File: src/rtl/ps2_host_tx.sv
// PS/2 host-to-device transmitter: sends a command byte then an argument byte,
// confirms each one with the device line ACK and a 0xFA reply, retries on 0xFE.
module ps2_host_tx #(
    parameter int INHIBIT_CYCLES = 5000,
    parameter int TIMEOUT_CYCLES = 1000000,
    parameter int MAX_RETRY      = 2
) (
    input  logic        clk,
    input  logic        rst_b,
    input  logic [15:0] ps2_pkt_HD,
    input  logic        send_ps2_pkt,
    input  logic        ps2_clk_in,
    input  logic        ps2_data_in,
    input  logic [7:0]  rx_data,
    input  logic        rx_valid,
    output logic        ps2_clk_drive_low,
    output logic        ps2_data_drive_low,
    output logic        busy,
    output logic        done,
    output logic        err,
    output logic [1:0]  err_code
);

    localparam int CMAX = (INHIBIT_CYCLES > TIMEOUT_CYCLES) ?
                          INHIBIT_CYCLES : TIMEOUT_CYCLES;
    localparam int CW = $clog2(CMAX + 1);
    localparam int RW = $clog2(MAX_RETRY + 2);
    localparam logic [CW-1:0] INH_LAST = CW'(INHIBIT_CYCLES - 1);
    localparam logic [CW-1:0] TO_LAST  = CW'(TIMEOUT_CYCLES - 1);
    localparam logic [RW-1:0] RET_MAX  = RW'(MAX_RETRY);

    typedef enum logic [2:0] {
        S_IDLE, S_INHIBIT, S_REQ, S_SHIFT, S_LACK, S_RESP
    } state_t;

    state_t          state_q, state_d;
    logic [15:0]     pkt_q, pkt_d;
    logic            sel_q, sel_d;
    logic [RW-1:0]   retry_q, retry_d;
    logic [3:0]      bit_q, bit_d;
    logic [CW-1:0]   cnt_q, cnt_d;
    logic            clk_dl_q, clk_dl_d;
    logic            data_dl_q, data_dl_d;
    logic            busy_q, busy_d;
    logic            done_q, done_d;
    logic            err_q, err_d;
    logic [1:0]      code_q, code_d;

    logic [1:0]      clk_sync_q, data_sync_q;
    logic            clk_prev_q;
    logic            fall, sdata, timed, to_hit, fail;
    logic [1:0]      fail_code;
    logic [7:0]      cur_byte;
    logic            parity;

    assign fall     = clk_prev_q & ~clk_sync_q[1];
    assign sdata    = data_sync_q[1];
    assign cur_byte = sel_q ? pkt_q[7:0] : pkt_q[15:8];
    assign parity   = ~^cur_byte;
    assign timed    = (state_q == S_SHIFT) || (state_q == S_LACK) ||
                      (state_q == S_RESP);
    assign to_hit   = (cnt_q == TO_LAST);

    // Two-flop synchronizers for the raw lines plus the edge-detect history.
    always_ff @(posedge clk or negedge rst_b) begin
        if (!rst_b) begin
            clk_sync_q  <= 2'b11;
            data_sync_q <= 2'b11;
            clk_prev_q  <= 1'b1;
        end else begin
            clk_sync_q  <= {clk_sync_q[0], ps2_clk_in};
            data_sync_q <= {data_sync_q[0], ps2_data_in};
            clk_prev_q  <= clk_sync_q[1];
        end
    end

    // State, datapath and registered outputs.
    always_ff @(posedge clk or negedge rst_b) begin
        if (!rst_b) begin
            state_q   <= S_IDLE;
            pkt_q     <= '0;
            sel_q     <= 1'b0;
            retry_q   <= '0;
            bit_q     <= '0;
            cnt_q     <= '0;
            clk_dl_q  <= 1'b0;
            data_dl_q <= 1'b0;
            busy_q    <= 1'b0;
            done_q    <= 1'b0;
            err_q     <= 1'b0;
            code_q    <= 2'b00;
        end else begin
            state_q   <= state_d;
            pkt_q     <= pkt_d;
            sel_q     <= sel_d;
            retry_q   <= retry_d;
            bit_q     <= bit_d;
            cnt_q     <= cnt_d;
            clk_dl_q  <= clk_dl_d;
            data_dl_q <= data_dl_d;
            busy_q    <= busy_d;
            done_q    <= done_d;
            err_q     <= err_d;
            code_q    <= code_d;
        end
    end

    // Next-state, line drive and handshake logic.
    always_comb begin
        state_d   = state_q;
        pkt_d     = pkt_q;
        sel_d     = sel_q;
        retry_d   = retry_q;
        bit_d     = bit_q;
        clk_dl_d  = clk_dl_q;
        data_dl_d = data_dl_q;
        busy_d    = busy_q;
        done_d    = 1'b0;
        err_d     = 1'b0;
        code_d    = code_q;
        fail      = 1'b0;
        fail_code = 2'b00;

        unique case (state_q)
            S_IDLE: begin
                if (send_ps2_pkt) begin
                    pkt_d     = ps2_pkt_HD;
                    sel_d     = 1'b0;
                    retry_d   = '0;
                    busy_d    = 1'b1;
                    clk_dl_d  = 1'b1;
                    data_dl_d = 1'b0;
                    state_d   = S_INHIBIT;
                end
            end
            S_INHIBIT: begin
                if (cnt_q == INH_LAST) begin
                    data_dl_d = 1'b1;
                    bit_d     = '0;
                    state_d   = S_REQ;
                end
            end
            S_REQ: begin
                clk_dl_d = 1'b0;
                state_d  = S_SHIFT;
            end
            S_SHIFT: begin
                if (fall) begin
                    bit_d = bit_q + 4'd1;
                    if (bit_q < 4'd8) begin
                        data_dl_d = ~cur_byte[bit_q[2:0]];
                    end else if (bit_q == 4'd8) begin
                        data_dl_d = ~parity;
                    end else begin
                        data_dl_d = 1'b0;
                        state_d   = S_LACK;
                    end
                end else if (to_hit) begin
                    fail      = 1'b1;
                    fail_code = 2'b01;
                end
            end
            S_LACK: begin
                if (fall) begin
                    if (!sdata) begin
                        state_d = S_RESP;
                    end else begin
                        fail      = 1'b1;
                        fail_code = 2'b10;
                    end
                end else if (to_hit) begin
                    fail      = 1'b1;
                    fail_code = 2'b01;
                end
            end
            S_RESP: begin
                if (rx_valid) begin
                    if (rx_data == 8'hFA) begin
                        if (!sel_q) begin
                            sel_d    = 1'b1;
                            retry_d  = '0;
                            clk_dl_d = 1'b1;
                            state_d  = S_INHIBIT;
                        end else begin
                            done_d  = 1'b1;
                            busy_d  = 1'b0;
                            state_d = S_IDLE;
                        end
                    end else if (rx_data == 8'hFE && retry_q < RET_MAX) begin
                        retry_d  = retry_q + 1'b1;
                        clk_dl_d = 1'b1;
                        state_d  = S_INHIBIT;
                    end else begin
                        fail      = 1'b1;
                        fail_code = 2'b11;
                    end
                end else if (to_hit) begin
                    fail      = 1'b1;
                    fail_code = 2'b01;
                end
            end
            default: state_d = S_IDLE;
        endcase

        if (fail) begin
            state_d   = S_IDLE;
            clk_dl_d  = 1'b0;
            data_dl_d = 1'b0;
            busy_d    = 1'b0;
            err_d     = 1'b1;
            code_d    = fail_code;
        end

        if (state_d != state_q || (timed && fall)) begin
            cnt_d = '0;
        end else if (timed || state_q == S_INHIBIT) begin
            cnt_d = cnt_q + 1'b1;
        end else begin
            cnt_d = '0;
        end
    end

    assign ps2_clk_drive_low  = clk_dl_q;
    assign ps2_data_drive_low = data_dl_q;
    assign busy               = busy_q;
    assign done               = done_q;
    assign err                = err_q;
    assign err_code           = code_q;

endmodule

File: config.mk
export PLATFORM = sky130hd
export DESIGN_NAME = ps2_host_tx
export DESIGN_NICKNAME = d
export VERILOG_FILES = /design/src/rtl/ps2_host_tx.sv
export SDC_FILE = /design/constraint.sdc
export NUM_CORES = 1
export LEC_CHECK = 0
export CORE_MARGIN = 4
export CORE_UTILIZATION = 30
export CTS_CLUSTER_DIAMETER = 200
export DETAILED_ROUTE_END_ITERATION = 7
export GPL_TIMING_DRIVEN = 0
export PLACE_DENSITY_LB_ADDON = 0.25
export RECOVER_POWER = 100
export SYNTH_ARGS = -nofsm -noshare
export SYNTH_HDL_FRONTEND = slang
export SYNTH_SLANG_ARGS = --single-unit
File: constraint.sdc
create_clock -name clk -period 3.7 [get_ports clk]
set_clock_uncertainty 0.05 [all_clocks]
set_input_delay 0.74 -clock clk [delete_from_list [all_inputs] [get_ports clk]]
set_output_delay 0.74 -clock clk [all_outputs]
set_load 0.05 [all_outputs]
==> results.py <==
metrics = {
    "yosys": {
        "synth_top_family_by_area": "simple AND/OR/NAND/NOR gates",
        "ys_seq_elements": 58,
        "synth_warnings": 0,
        "ys_seq_area_share_pct": 48.50,
        "netlist_area_sq_um": 3005,
        "syn-num-nets": 319,
        "avgSynthCellArea_sq_um": 10.51,
        "synthAdderAreaFrac_pct": 1.249,
        "synth_simple_gate_area_share_pct": 19.98,
        "muxShareOfSynthArea_pct": 10.66,
        "synth_compound_area_share_pct": 8.201,
        "syn_inst": 286,
        "synthXorXnorAreaFrac_pct": 9.034,
        "yosysUniqueCellTypes": 42,
    },
    "placement": {
        "port_buffers": 36,
        "gp_congestion": 0.8046,
        "dp_worst_setup_slack_ns": 0.6162,
        "place_area_sq_um": 3547,
        "dp_hpwl_um": 4712,
    },
    "die": {
        "rows": 36,
        "fp.dieW_um": 108.1,
        "dieArea_sq_um": 11680,
        "dieHeight_um": 108.1,
        "start_util_pct": 30.75,
        "core_sq_um": 9774,
        "io_pins": 37,
    },
    "cts": {
        "tritoncts": "built",
        "cts_root_buffer": "clkbuf_8",
        "post-cts-setup-buffer-count": 0,
        "insertion_delay_ns": 0.34,
        "cts.sink_count": 58,
        "ctsResizeCount": 0,
        "clk_pin_slew_ns": 0.07,
        "htree_levels": 3,
        "clockBufferDepth": 2,
        "cts_hold_buf": 0,
        "numCtsBuffers": 9,
    },
    "finish": {
        "diodes": 0,
        "multi_input_area_sq_um": 1451,
        "final_common_cell": "dfrtp_1",
        "num-fill-cells": 979,
        "regArea_sq_um": 1458,
        "layout.nets": 367,
        "postLayoutCoreUtil_pct": 37.80,
        "layout-drive-gt1-share_pct": 13.27,
        "final_cell_mix": "53 x dfrtp_1, 38 x nor2_1, 25 x clkdlybuf4s50_1",
        "area_growth_pct": 22.94,
        "design_area_sq_um": 3695,
    },
    "critical_path": {
        "path_delay_family": "compound AO/OA/AOI/OAI gates",
        "path_cells": "clkbuf_1 > nor2b_1 > o211ai_1 > a2111o_1 > nand2b_1 > clkbuf_1 > a2bb2oi_1 > nor2_1",
        "crit_required_ns": 3.84,
        "path_max_fanout": 10,
        "cp_common_cell": "clkbuf_1",
        "crit_buf_inv": 2,
        "slowest_stage": "a2bb2oi_1",
        "cp-endpoint": "cnt_q[4]",
        "r2r.worst_path.cells": 8,
        "worstSetupEndpointType": "flop",
        "r2r-start": "state_q[1]",
        "cp-startpoint": "state_q[1]",
        "critPathKind": "reg2reg",
        "startpoint_type": "flop",
        "reg2reg_to": "cnt_q[4]",
        "path_depth": 8,
        "reg2reg_slack_ns": 0.69,
        "max_stage_delay_ns": 0.60,
        "arrival_ns": 3.16,
    },
    "sta": {
        "setup_viol": 0,
        "slew_violations": 30,
        "finalWorstSetupSlack_ns": 0.6879,
        "rsz0062_at_grt": "false",
        "fin_crit_sh_pct": 81.41,
        "worst_pin_slew_ns": 1.618,
        "hold_viol_final": 0,
        "fmax_mhz": 332.0,
        "layout_min_cycle_time_ns": 3.012,
        "max-slew-margin-rel_pct": -7.835,
    },
    "hold_path": {
        "hold_class": "reg2reg",
    },
    "routing": {
        "viasPerCell": 4.706,
        "routed_wl_um": 6353,
        "dr_wl_met2_um": 2747,
        "drt_pass1_iterations": 4,
        "top_layer": "met4",
        "vias": 2221,
        "wl_met1_um": 3236,
        "wl_met3_um": 210,
        "ant_nets": 0,
        "drc_errors": 0,
        "drt_iter0_drc": 66,
        "wl_per_cell_um": 13.46,
    },
    "grt": {
        "grt_pass1_vias": 2270,
        "overflow": 0,
        "grt_first_pass_wirelength_um": 11030,
        "antenna_found_initial": 0,
        "grt_usage_pct": 12.05,
        "grt_max_degree": 31,
    },
    "power_and_ir_drop": {
        "report.power.total_w": 0.001817,
        "ir_worst_vdd_uv": 173.1,
        "leakage_nw": 1.496,
        "p_per_area_nw_per_um2": 491.7,
    },
    "job": {
        "drv_cap": 1,
    },
    "run_status": {
        "violations": "max-capacitance violations, max-slew violations",
        "status": "complete, but fails checks",
    },
}
cell families after synthesis:
kind of cell    count (synthesis)
simple gates                  122
fa+ha+maj                       3
flops                          58
xor+xnor                       31
buf+inv                        14
mux                            25
compound gates                 33
where the power goes:
| part | internal (W) | switching (W) | total, W |
|---|---|---|---|
| sequential | 0.000743 | 0.0000982 | 0.000841 |
| clock | 0.000296 | 0.000249 | 0.000545 |
| combinational | 0.000242 | 0.000189 | 0.000431 |
| total | 0.00128 | 0.000536 | 0.00182 |
Yosys cell counts:
library cell  number  share of area [%]
a21o_1             2               0.50
inv_1              5               0.62
mux4_2             4                3.0
mux2_2            16                6.0
nand2_1           23                2.9
nor4b_2            1               0.50
or3_1              3               0.62
and3_1             4               0.83
and4_1             1               0.29
dfstp_2            5                4.4
a31oi_1            3               0.62
dfrtp_1           53                 44
o21bai_1           2               0.50
o311ai_0           1               0.29
mux2i_1            5                1.7
buf_2              3               0.50
nand4_1            6                1.2
nand3_1           16                2.7
or4b_1             1               0.33
nand3b_1           3               0.75
and2_1             5                1.0
nor2b_1            4               0.83
a32oi_1            1               0.29
ha_1               3                1.2
o22a_1             1               0.29
o22ai_1            2               0.42
a211o_4            1               0.58
nor3_1             7                1.2
a2bb2oi_4          1               0.87
a211oi_1           1               0.25
nand2b_1           5                1.0
a21oi_1            8                1.3
o211ai_1           3               0.75
xnor2_1           14                4.1
a21o_2             1               0.29
nor4_1             5                1.0
a2111o_1           1               0.37
clkbuf_1           4               0.50
xor2_1            17                5.0
buf_6              2               0.75
nor2_1            38                4.7
o21ai_0            5               0.83
per-layer routing:
layer  GRT usage (%)  vias to the layer above
li1                -                     1104
met4           6.312                        0
met2           18.43                       37
met3           2.627                       11
met1           15.99                     1069
met5               0                        -
registers in the layout (all words and copies together), names as in the netlist:
signal              count
data_sync_q             2
retry_q                 2
clk_prev_q              1
cnt_q                  20
busy                    1
ps2_clk_drive_low       1
ps2_data_drive_low      1
err_code                2
state_q                 3
bit_q                   4
clk_sync_q              2
err                     1
done                    1
sel_q                   1
pkt_q                  16
cell type report:
class | instances | area share [%]
well taps | 133 | 4.504
clock inverters | 2 | 0.2709
multi-input cells | 214 | 39.28
repair buffers | 37 | 10.13
flip-flops and latches | 58 | 39.45
plain buffers | 9 | 1.185
clock buffers | 14 | 4.673
inverters | 5 | 0.5080
metrics by stage:
| step | std cells | TNS [ns] | hold WS, ns |
|---|---|---|---|
| CTS | 472 | 0 | 0.3073 |
| global route | 472 | 0 | 0.3145 |
| detailed placement | 456 | 0 | 0.2981 |
| floorplan | 286 | 0 | 0.2952 |
| global placement | 455 | -4.929 | 0.2968 |
| finish | 472 | 0 | 0.3061 |
worst min-delay path by stage:
stage                         startpoint             end  slack [ns]  depth (start not counted)
after floorplan            clk_sync_q[0]   clk_sync_q[1]        0.30                          0
after global placement    data_sync_q[0]  data_sync_q[1]        0.30                          0
after detailed placement  data_sync_q[0]  data_sync_q[1]        0.30                          0
after CTS                 data_sync_q[0]  data_sync_q[1]        0.31                          0
after global routing       clk_sync_q[0]   clk_sync_q[1]        0.31                          0
final                     data_sync_q[0]  data_sync_q[1]        0.31                          0
No activity file was read; power rests on OpenSTA's default activity.
